[src/rtl/alu_seq_exec.sv]
// Execution unit for the decoded 4-bit ALU code: single-cycle AND/OR/ADD/SUB and
// an iterative 1-bit-per-cycle SRL, with valid/ready handshakes on both sides.
module alu_seq_exec #(
    parameter  int unsigned XLEN = 32,
    localparam int unsigned SHW  = $clog2(XLEN)
) (
    input  logic            clk,
    input  logic            rst,
    input  logic            in_valid,
    output logic            in_ready,
    input  logic [3:0]      operation,
    input  logic [XLEN-1:0] a,
    input  logic [XLEN-1:0] b,
    output logic            out_valid,
    input  logic            out_ready,
    output logic [XLEN-1:0] result,
    output logic            zero,
    output logic            illegal
);

    localparam logic [3:0] OP_AND = 4'b0000;
    localparam logic [3:0] OP_OR  = 4'b0001;
    localparam logic [3:0] OP_ADD = 4'b0010;
    localparam logic [3:0] OP_SUB = 4'b0110;
    localparam logic [3:0] OP_SRL = 4'b0101;

    typedef enum logic [1:0] {
        IDLE  = 2'd0,
        SHIFT = 2'd1,
        DONE  = 2'd2
    } state_t;

    state_t            state_q, state_d;
    logic [XLEN-1:0]   shreg_q, shreg_d;
    logic [SHW-1:0]    cnt_q, cnt_d;
    logic [XLEN-1:0]   result_q, result_d;
    logic              zero_q, zero_d;
    logic              illegal_q, illegal_d;
    logic              in_ready_q, in_ready_d;
    logic              out_valid_q, out_valid_d;

    logic              accept;
    logic [SHW-1:0]    shamt;
    logic [XLEN-1:0]   alu_res;
    logic              alu_ill;
    logic [XLEN-1:0]   shifted;

    assign accept  = in_valid && (state_q == IDLE);
    assign shamt   = b[SHW-1:0];
    assign shifted = shreg_q >> 1;

    // Single-cycle result; SRL by zero passes a through.
    always_comb begin
        alu_res = '0;
        alu_ill = 1'b0;
        unique case (operation)
            OP_AND:  alu_res = a & b;
            OP_OR:   alu_res = a | b;
            OP_ADD:  alu_res = a + b;
            OP_SUB:  alu_res = a - b;
            OP_SRL:  alu_res = a;
            default: alu_ill = 1'b1;
        endcase
    end

    // State register
    always_ff @(posedge clk) begin
        if (rst) begin
            state_q <= IDLE;
        end else begin
            state_q <= state_d;
        end
    end

    // Next-state logic
    always_comb begin
        state_d = state_q;
        unique case (state_q)
            IDLE: begin
                if (accept) begin
                    if ((operation == OP_SRL) && (shamt != '0)) begin
                        state_d = SHIFT;
                    end else begin
                        state_d = DONE;
                    end
                end
            end
            SHIFT: begin
                if (cnt_q == SHW'(1)) begin
                    state_d = DONE;
                end
            end
            DONE: begin
                if (out_ready) begin
                    state_d = IDLE;
                end
            end
            default: state_d = IDLE;
        endcase
    end

    // Datapath and output next values
    always_comb begin
        shreg_d     = shreg_q;
        cnt_d       = cnt_q;
        result_d    = result_q;
        zero_d      = zero_q;
        illegal_d   = illegal_q;
        in_ready_d  = (state_d == IDLE);
        out_valid_d = (state_d == DONE);
        unique case (state_q)
            IDLE: begin
                if (accept) begin
                    if ((operation == OP_SRL) && (shamt != '0)) begin
                        shreg_d = a;
                        cnt_d   = shamt;
                    end else begin
                        result_d  = alu_res;
                        zero_d    = (alu_res == '0);
                        illegal_d = alu_ill;
                    end
                end
            end
            SHIFT: begin
                shreg_d = shifted;
                cnt_d   = cnt_q - SHW'(1);
                if (cnt_q == SHW'(1)) begin
                    result_d  = shifted;
                    zero_d    = (shifted == '0);
                    illegal_d = 1'b0;
                end
            end
            default: ;
        endcase
    end

    always_ff @(posedge clk) begin
        if (rst) begin
            shreg_q     <= '0;
            cnt_q       <= '0;
            result_q    <= '0;
            zero_q      <= 1'b0;
            illegal_q   <= 1'b0;
            in_ready_q  <= 1'b1;
            out_valid_q <= 1'b0;
        end else begin
            shreg_q     <= shreg_d;
            cnt_q       <= cnt_d;
            result_q    <= result_d;
            zero_q      <= zero_d;
            illegal_q   <= illegal_d;
            in_ready_q  <= in_ready_d;
            out_valid_q <= out_valid_d;
        end
    end

    assign in_ready  = in_ready_q;
    assign out_valid = out_valid_q;
    assign result    = result_q;
    assign zero      = zero_q;
    assign illegal   = illegal_q;

endmodule

[config.mk]
export PLATFORM = sky130hd
export DESIGN_NAME = alu_seq_exec
export DESIGN_NICKNAME = d
export VERILOG_FILES = /design/src/rtl/alu_seq_exec.sv
export SDC_FILE = /design/constraint.sdc
export NUM_CORES = 1
export LEC_CHECK = 0
export CORE_MARGIN = 10
export CORE_UTILIZATION = 35
export DETAILED_ROUTE_END_ITERATION = 8
export GPL_ROUTABILITY_DRIVEN = 0
export SETUP_SLACK_MARGIN = 0.1
export SYNTH_ARGS = -nofsm -noshare
export SYNTH_HDL_FRONTEND = slang
export SYNTH_SLANG_ARGS = --single-unit
[constraint.sdc]
create_clock -name clk -period 10.05 [get_ports clk]
set_input_delay 1.5075 -clock clk [delete_from_list [all_inputs] [get_ports clk]]
set_output_delay 1.5075 -clock clk [all_outputs]
set_load 0.05 [all_outputs]
-- Word-level counts from Yosys, hierarchy flattened
Cells that the tools add are included.
W data, S select, Z words.
- reductions and logical operators: 12
- equality and inequality tests: 12
- add/subtract/negate cells: 3
- bitwise gates (word level): 2
- muxes and demuxes: 25
- operator list (operator ; count):
    $mux W32 ; 5
    $pmux W32 S5 ; 1
    $pmux W32 S2 ; 2
    $logic_not A32 Y1 ; 2
    $add A32 B32 Y32 ; 1
    $and A32 B32 Y32 ; 1
    $or A32 B32 Y32 ; 1
    $sub A32 B32 Y32 ; 1
    $mux W5 ; 2
    $pmux W5 S2 ; 1
    $eq A4 B3 Y1 const B ; 2
    $mux W2 ; 4
    $mux W1 ; 7
    $ne A2 B2 Y1 const B ; 3
    $pmux W2 S3 ; 1
    $eq A5 B1 Y1 const B ; 1
    $reduce_bool A5 Y1 ; 1
    $reduce_or A5 Y1 ; 1
    $sub A5 B1 Y5 const B ; 1
    $eq A2 B2 Y1 const B ; 2
    $eq A4 B1 Y1 const B ; 1
    $eq A4 B2 Y1 const B ; 1
    $logic_not A2 Y1 ; 2
    $logic_not A4 Y1 ; 1
    7 further kinds ; 9
- word-level logic and storage cells: 62
- input port bits: 72
- bits in registers: 75
- output and inout bits: 36

-- Logic depth before layout (Yosys ltp)
- depth in word-level cells: 6
- gate-level depth with buffers: 20
- depth with buffers taken out: 20

-- Least setup slack after synthesis
OpenSTA, ideal clock, no wires.
- path kind: input to register
- from: input port operation[0]
- to: register zero_q, in the netlist zero
- setup time: 0.088 ns
- arrival time: 5.810 ns
- slack: 4.152 ns
- path buffers: 4
- stages: 19
- required time: 9.962 ns
- cells stage by stage: buf_2 nor3b_1 clkbuf_1 clkbuf_1 nand2_1 clkbuf_1 a21o_1 inv_1 ha_1 nor2b_1 o2111ai_4 a21oi_2 or4b_1 a32o_1 a221o_1 or4_1 nor4_2 nand4bb_1 o32ai_2
- cells in the longest elaborated chain, start to end: 6
- RTL lines (what ; RTL line ; RTL):
    from (decl) ; 11 ; input logic [3:0] operation,
    $eq A4 B3 Y1, or another cell as far along ; 56, 114 ;
    $pmux W32 S5 ; 56 ; unique case (operation)
    $logic_not A32 Y1 ; 119 ; zero_d = (alu_res == '0);
    $mux W1 ; 114 ; if ((operation == OP_SRL) && (shamt != '0)) begin
    $mux W1 ; 113 ; if (accept) begin
    $pmux W1 S2 ; 111 ; unique case (state_q)
    to (signal assigned) ; 150 ; zero_q <= zero_d;
    to (decl) ; 37 ; logic zero_q, zero_d;
Parallel ways exist; a longest one is shown, timed or not. The select of a mux whose other input is x is not followed.
A chain may end at the register's enable or synchronous reset.

-- Final worst setup path
Ends and elaborated chain as after synthesis.

==> metrics.md <==
| Metric | Value |
|---|---|
| Final instance area | `a little over 0.008 mm²` |
| Unrepaired setup endpoints after global routing | `false` |
| CP peak stage delay | `just under 1000 ps` |
| Slew at the pin closest to its max-slew limit | `between 1000 and 1500 ps` |
| Grt total ovfl | `0` |
| WL/cell | `19.23 µm` |
| FF-to-FF path depth | `10` |
| Critical-path cell list | `clkdlybuf4s50_1 -> buf_4 -> or3_1 -> nor2_1 -> a21oi_1 -> xnor2_1 -> ha_1 -> a21oi_1 -> o211ai_1 -> a221oi_1 -> a31oi_1 -> a31oi_1 -> xor2_1 -> o21ai_0 -> or4_1 -> o32ai_2` |
| Port bufs | `approximately 110` |
| FF-to-FF End | `zero` |
| # Post-CTS Setup Buffers | `0` |
| Register area share after synthesis | `0.2189` |
| Synth top area share | `0.2189` |
| Residual DRC count | `0` |
| Dpl cell area | `about 0.008 mm²` |
| Netlist cell types | `a little under 80` |
| Worst-path cell with the longest stage delay | `nor2_1` |
| Die area | `~0.025 mm²` |
| Later-pin clock latency in the skew report | `between 300 and 400 ps` |
| Dpl hpwl | `roughly 19000 µm` |
| Layout Utilization | `0.4382` |
| Worst Path Arrival | `between 7000 and 8000 ps` |
| Post-synth EDFFs | `0` |
| Initial antenna violation count | `0` |
| Max Clock Skew | `approximately 7.4 ps` |
| Hold Path Class | `register to register` |
| Starting density of the core | `0.3582` |
| Post-synthesis mux area share | `0.003143` |
| FFs w/ async S/R, synth | `0` |
| Total wire length | `~24000 µm` |
| Num Clock Sinks | `between 70 and 80` |
| Status | `finished, final reports clean` |
| Most frequent cells in the layout | `nand2_1, clkdlybuf4s50_1, nor2_1, dfxtp_1, a21oi_1` |
| Post-Synth Adder-Cell Area | `0.1113` |
| Synth area leader | `dfxtp_1` |
| Die Wd | `between 150 and 200 µm` |
| Nets | `about 1100` |
| Synth Flop Type | `dfxtp_1` |
| Worst VDD drop | `roughly 0.058 mV` |
| Simple-Gate Fraction of Synth Area | `0.2952` |
| Top cells by area, synth | `dfxtp_1, nand2_1, ha_1` |
| Clock buffer count from CTS | `9` |
| H-tree depth | `3` |
| Layout cells sized above 1 | `0.04936` |
| Post-route setup TNS | `0 ps` |
| #FFs+latches synth | `74` |
| Slew margin rel. | `0.2732` |
| Final setup fails | `0` |
| Synthesized area per cell | `7.184 µm²` |
| Post-DRT Antenna Nets | `0` |
| Worst R2R Start | `state_q[0]` |
| Antenna cells | `0` |
| Fmax | `between 100 and 150 MHz` |
| Post-CTS sizing | `0` |
| Xor and xnor area share after synthesis | `0.06082` |
| Cell row count | `50` |
| TritonCTS clock tree | `built` |
| Pin count of the biggest net entering global routing | `73` |
| Die H | `around 160 µm` |
| Worst-path clk slew | `60 ps` |
| Critical Path Start | `operation[0]` |
| Compound-Gate Fraction of Synth Area | `0.2646` |
| Worst Path Max Fanout | `40` |
| Crit. End Element | `register` |
| Root buffer cell | `clkbuf_16` |
| Gate Count Post-Synth | `942` |
| Synth Warn # | `0` |
| Fin crit period | `between 7000 and 8000 ps` |
| Hold Fails Final Rpt | `0` |
| Vias | `~7300` |
| Syn-to-layout area delta | `22.33%` |
| Post-DR vias/cell | `around 5.8` |
| Global-route wire length before repair | `between 30000 and 40000 µm` |
| Syn Nets | `around 1100` |
| Synth Cell Area | `0.006768 mm²` |
| Largest family of logic cells by synthesized area | `simple AND/OR/NAND/NOR gates` |
| Hold buffer count at cts | `0` |
| Leak pwr | `slightly below 3 nW` |
| Setup crit start kind | `primary input` |
| Final Power | `about 0.00097 W` |
| Critical Path End | `zero` |
| Max_cap viols | `0` |
| Io pins | `~110` |
| Power per cell area | `roughly 120 mW/mm²` |
| CORE AREA | `~0.019 mm²` |
| Final Max Slew Viols | `0` |
| Crit Path Category | `primary input to register` |
| CTS Buffer Depth | `2` |
| GRT Util Overall | `0.1848` |
| Most common cell after layout, fill and taps aside | `nand2_1` |
| Vias in the first global route | `between 6000 and 7000` |
| Required time of the critical path | `10310 ps` |
| Crit share post-route | `0.7007` |
| Initial DRC count | `about 940` |
| Pre-antenna DRT Iters | `5` |
| FF-to-FF setup slack | `between 6000 and 7000 ps` |
-- power by group --
group	switching [W]	total, W	internal (W)	leakage, nW
Combinational	0.000218	0.000358	0.000140	2.24
Sequential	0.00000943	0.000316	0.000306	0.601
Clock	0.000123	0.000295	0.000171	0.138
Total	0.000351	0.000969	0.000618	2.98
-- per-stage QoR --
stage               setup slack, ps  instances  hold WS, ps
finish                         3008       1273        452.5
global route                   2613       1273        459.8
CTS                            3077       1273        456.0
detailed placement             2718       1257        446.9
global placement               2918       1257        440.3
floorplan                      4152        942        458.7
-- flip-flops by register name (all words and copies together) (netlist names) --
register   flops
state_q        2
result        32
in_ready       1
illegal        1
out_valid      1
zero           1
cnt_q          5
shreg_q       31
-- kinds of logic after synthesis --
kind of cell / after synthesis
fa+ha+maj: 65
compound gates: 259
flops: 74
buf+inv: 81
simple gates: 414
mux: 2
xor+xnor: 47
-- how the worst min path moves through the flow --
stage | start | to | slack (ps) | cells past startpoint
2_1_floorplan | shreg_q[10] | shreg_q[10] | 460 | 2
3_3_place_gp | result[3] | result[3] | 440 | 2
3_5_place_dp | result[7] | result[7] | 450 | 2
4_1_cts | result[7] | result[7] | 460 | 2
5_1_grt | result[7] | result[7] | 460 | 2
6_report | result[3] | result[3] | 450 | 2
-- layer usage --
| metal | GRT usage | vias up | wire length, µm |
|---|---|---|---|
| met4 | 0.04170 | 0 | 363 |
| li1 | - | 3591 | - |
| met2 | 0.2761 | 284 | 10490 |
| met5 | 0 | - | 0 |
| met1 | 0.2660 | 3424 | 11720 |
| met3 | 0.03589 | 27 | 1914 |
-- synthesized netlist by cell type (all sizes together) (2+ instances only) --
cell type	number
o21bai	5
inv	19
or3	6
nor4b	2
buf	8
xnor2	23
nor2b	37
o311ai	2
o2111ai	2
nor2	82
nor3b	4
nand2b	8
o31ai	11
nor3	16
ha	37
o21ai	47
xor2	24
maj3	27
dfxtp	74
or4b	2
a211oi	15
o41ai	2
a311oi	32
a21o	15
a21boi	3
a21oi	55
nand2	158
nand4	14
and3	9
a32o	2
a221oi	2
nand3	35
o211ai	8
or2	3
or4	9
o22ai	3
and2	9
a211o	2
o21a	3
o2111a	3
a22oi	3
a31oi	30
clkbuf	54
nor4	14
-- critical path, delay by kind of cell --
family	cells	cell delay, ps
adders and majority gates	1	360
and+or+nand+nor	3	2310
xor gates and xnor gates	2	360
buffers and inverters	2	680
AOI/OAI and AO/OA	8	2070
-- final cells by class --
cell class / instances / area, µm²
sequential: 74 / 1481
timing repair buffer: 117 / 1141
inverter: 19 / 71.32
clock buffer: 10 / 239.0
fill: 2008 / 10610
multi-input combinational: 787 / 4989
clock inverter: 6 / 32.53
tap: 260 / 325.3
Power figures use the tool's default switching activity.
==> patch 1 (same flow settings) <==
Remove the case item `OP_ADD` of the case on `operation`.
--- a/src/rtl/alu_seq_exec.sv
+++ b/src/rtl/alu_seq_exec.sv
@@ -56,7 +56,6 @@
         unique case (operation)
             OP_AND:  alu_res = a & b;
             OP_OR:   alu_res = a | b;
-            OP_ADD:  alu_res = a + b;
             OP_SUB:  alu_res = a - b;
             OP_SRL:  alu_res = a;
             default: alu_ill = 1'b1;
Check against the original RTL: not equivalent (Yosys sat finds a counterexample within 4 cycles, from zero or initial values and one cycle with rst high).
==> patch 1 against the original RTL <==
Total power increased by 0.14%. Global-route usage is 0.77 points lower. Final area increased by 5.3%. Routed wire length down 1.1%. Synthesized area rose by 5.2%. Clock skew down 0.60 ps. Combinational power shrank 13%. Via count is 1.8% lower. Sequential cell count did not move. Setup slack better by 2000 ps. Largest power group is now the clock network. Highest routed layer unchanged.
==> patch 1: results (changes against the original RTL) <==
- Status: finished, final reports clean
- Post-Place Cells: 1279 (+1.8%)
- Max reg flops: 32 (unchanged)
- Peak supply drop: 0.0777 mV (+34%)
- Slowest CP cell: clkdlybuf4s50_1
- Post-synthesis cell type count: 89 (+14%)
- Count of yosys warnings during synthesis: 0 (unchanged)
- Vias per inst: 5.56 (-3.4%)
- Post-synth top cells: nor2_1 (111), ha_1 (97), inv_1 (95), nand2_1 (92), dfxtp_1 (74)
- Clock Latency Late Sink: 340 ps (about the same)
- Pre-Repair DR Iteration Count: 5 (unchanged)
- Switching share of power: 33.5% (-2.8 points)
- Final nets: 1190 (+6.4%)
- Met3 usage: 2.76% (-0.83 points)
- Post-cts sizing count: 0 (unchanged)
- Via count: 7196 (-1.8%)
- Pin count of the biggest net entering global routing: 91 (+25%)
- Synth Instances: 947 (+0.53%)
- Asr flop ratio synth: 0% (unchanged)
- Clock tree buffer depth: 2 (unchanged)
- ANT cells: 0 (unchanged)
- Antenna violations before repair: 0 (unchanged)
- Port bufs: 107 (unchanged)
- Sequential element share of the synthesized area: 20.8% (-1.1 points)
- Flop pwr share: 32.2% (-0.4 points)
- Clock skew: 6.78 ps (-0.599 ps)
- Tot GR Track Use: 17.7% (-0.77 points)
- CP arrival: 5190 ps (-2110 ps)
- Routed wire length: 24200 microns (-1.1%)
- Vias in the first global route: 6906 (-0.12%)
- Met2 GRT Util: 28.8% (+1.2 points)
- Crit path max fanout: 40 (unchanged)
- CTS buffer count: 9 (unchanged)
- DRT iter0 DRCs: 614 (-34%)
- Root buffer cell: clkbuf_16
- DP HPWL: 18500 microns (-2.8%)
- Post-CTS Setup Inserts: 0 (unchanged)
- Relative slew margins: 38.4% (+11 points)
- Clk pin slew, worst setup/hold paths: 60 ps (about the same)
- First-pass GRT wire length: 37900 microns (-3.1%)
- Largest cells by area after synthesis: dfxtp_1 (21%), ha_1 (17%), nor2_1 (5.9%), a21oi_1 (5.1%), inv_1 (5.0%)
- Top FF cell, synth: dfxtp_1
- Area after DPL: 0.00840 sq mm (+5.0%)
- Worst hold path type: reg -> reg
- Met1 Track Usage GR: 23.5% (-3.1 points)
- Filler cells: 2056 (+2.4%)
- Pleak: 3.54 nW (+19%)
- EDFF count, synth: 0 (unchanged)
- Mapped Nets: 1117 (+6.2%)
- Share of cells above drive strength 1: 5.95% (+1.0 points)
- Fin util: 43.4% (-0.47 points)
- Pre-CTS setup slack: 4740 ps (+2020 ps)
- Max incr delay on CP: 800 ps (-170 ps)
==> patch 1: changes by cell type after synthesis, moves of 21 or more <==
cell     unedited run  this run
inv_1              19        95
nand2_1           158        92
ha_1               37        97
nor2_1             82       111
nor2b_1            37         9
maj3_1             27         0
a31oi_1            30         4
xor2_1             24         2
a21oi_1            51        72
nand3_1            35        14
==> patch 1: metal layers <==
layer,vias to the layer above,part of all wire (%)
met1,3373,46
met3,37,6.2
met2,249,46
met4,0,2.2
met5,-,0
li1,3537,-
==> patch 1: cells by family (layout without fill, tap and decap cells) <==
kind of cell,count (synthesis),after routing,synth area share [%]
and+or+nand+nor,318,318,21.5
AOI/OAI and AO/OA,279,279,28.5
buffers and inverters,150,228,8.38
adders and majority gates,98,98,17.3
DFF,74,74,20.8
xor gates and xnor gates,25,25,3.07
muxes,3,3,0.457
==> patch 1: path summary, 6_finish.rpt <==
path,startpoint,endpoint,slack (ps),cells past startpoint
min reg2reg,result[28],result[28],450,2
max reg2reg,state_q[0],zero,7170,10
min,result[28],result[28],450,2
max,operation[2],result[1],5060,10
==> patch 1: area by class of cell <==
cell class / count / share of cell area, %
multi-input combinational: 723 / 58.4
sequential: 74 / 17.0
timing repair buffer: 116 / 13.0
inverter: 96 / 4.13
tap: 270 / 3.88
clock buffer: 11 / 2.67
clock inverter: 5 / 0.904
==> patch 1: worst max-delay path: cells and delay by family <==
kind | cells | cell delay (ps)
buffers and inverters | 3 | 1730
AND/OR/NAND/NOR | 5 | 1410
AO/OA/AOI/OAI | 2 | 530
==> patch 1: power by group through the flow <==
stage               sequential [mW]  clock (mW)  combinational, mW
floorplan                     0.339           0              0.182
global placement              0.319           0              0.307
detailed placement            0.319           0              0.309
CTS                           0.313       0.350              0.310
global route                  0.314       0.363              0.342
finish                        0.313       0.346              0.312
==> patch 2 (same settings) <==
Made on the original files. The parameter `XLEN` goes from 32 to 64.
--- a/src/rtl/alu_seq_exec.sv
+++ b/src/rtl/alu_seq_exec.sv
@@ -1,7 +1,7 @@
 // Execution unit for the decoded 4-bit ALU code: single-cycle AND/OR/ADD/SUB and
 // an iterative 1-bit-per-cycle SRL, with valid/ready handshakes on both sides.
 module alu_seq_exec #(
-    parameter  int unsigned XLEN = 32,
+    parameter  int unsigned XLEN = 64,
     localparam int unsigned SHW  = $clog2(XLEN)
 ) (
     input  logic            clk,
Interface: changed (resized a, b and result); port bits go from 108 to 204. The function was not compared with the original's and may differ.
==> patch 2 against the original RTL <==
Sequential cell count is 65 higher. Total power up 110%. Maximum frequency is 13% lower. Routed wire length up 130%. Final area grew 94%. Sequential share of layout area shrank 0.58 points. Critical endpoint unchanged. Largest power group unchanged. Setup slack lost 1100 ps. Synthesized area is 94% higher. Synthesized cell count increased by 99%.
==> patch 2: results (changes against the original RTL) <==
- Met3 usage: 5.12% (+1.5 points)
- Share of cells above drive strength 1: 3.97% (-0.97 points)
- Max incr delay on CP: 670 ps (-300 ps)
- Flop pwr share: 29.3% (-3.3 points)
- Vias in the first global route: 14000 (+100%)
- Pin count of the biggest net entering global routing: 90 (+23%)
- Pre-CTS setup slack: 1620 ps (-1090 ps)
- Post-synth top cells: nand2_1 (309), nor2_1 (203), a21oi_1 (150), dfxtp_1 (139), clkbuf_1 (120)
- Post-synthesis cell type count: 76 (-2.6%)
- Slowest CP cell: nor3_1
- Clock Latency Late Sink: 430 ps (+90 ps)
- Met3 routed WL: 5950 microns (+210%)
- Clock skew: 10.6 ps (+3.21 ps)
- Multi-input combinational cell area: 0.00985 sq mm (+97%)
- Final nets: 2184 (+95%)
- Worst setup path start: b[0]
- Met1 Track Usage GR: 33.9% (+7.3 points)
- Clock share of power: 32.8% (+2.4 points)
- Pleak: 5.81 nW (+95%)
- Filler cells: 3797 (+89%)
- Routed wire length: 57400 microns (+130%)
- Max reg flops: 64 (+100%)
- Via count: 15100 (+110%)
- Switching share of power: 37.1% (+0.88 points)
- H-tree depth: 4 (+1)
- Largest cells by area after synthesis: dfxtp_1 (21%), nand2_1 (8.8%), ha_1 (6.5%), nor2_1 (5.8%), a21oi_1 (5.7%)
- Reg2Reg Depth: 11 (+1)
- CTS buffer count: 17 (+8)
- Reg2Reg Setup Slack: 6280 ps (-710 ps)
- DP HPWL: 45200 microns (+140%)
- Mapped Nets: 2078 (+98%)
- First-pass GRT wire length: 85300 microns (+120%)
- Crit. path cell count: 26 (+10)
- Relative slew margins: 26.9% (-0.39 points)
- Status: finished, final reports clean
- Worst Hold End: result[10]
- Worst-case hold slack: 460 ps (+7.05 ps)
- Tot GR Track Use: 24.1% (+5.6 points)
- Peak supply drop: 0.0908 mV (+57%)
- Met2 wire len: 24200 microns (+130%)
- Met2 GRT Util: 34.9% (+7.3 points)
## patch 2: area by class of cell
| cell class | instances | share of cell area [%] |
|---|---|---|
| Inverter | 20 | 0.467 |
| Multi-Input combinational cell | 1583 | 61.3 |
| Sequential cell | 139 | 17.3 |
| Clock buffer | 20 | 2.90 |
| Timing Repair Buffer | 218 | 13.3 |
| Clock inverter | 10 | 0.872 |
| Tap cell | 504 | 3.92 |
## patch 2: cell families (layout without fill, tap and decap cells)
kind of cell	Yosys count	after routing	share of synthesized area [%]
mux	2	2	0.152
flops	139	139	21.2
buf+inv	151	268	4.33
fa+ha+maj	132	132	11.4
simple gates	810	810	29.0
xor+xnor	120	120	7.99
compound gates	519	519	25.9
## patch 2: stage by stage
stage               instances  power [mW]
floorplan                1873        1.08
global placement         2464        1.34
detailed placement       2464        1.35
CTS                      2494        2.00
global route             2494        2.10
finish                   2494        2.01
## patch 2: worst min-delay path, stage by stage, from the launching register on
cell and delay, ps:
dfxtp_1 310, nand2_1 50, a21oi_1 50
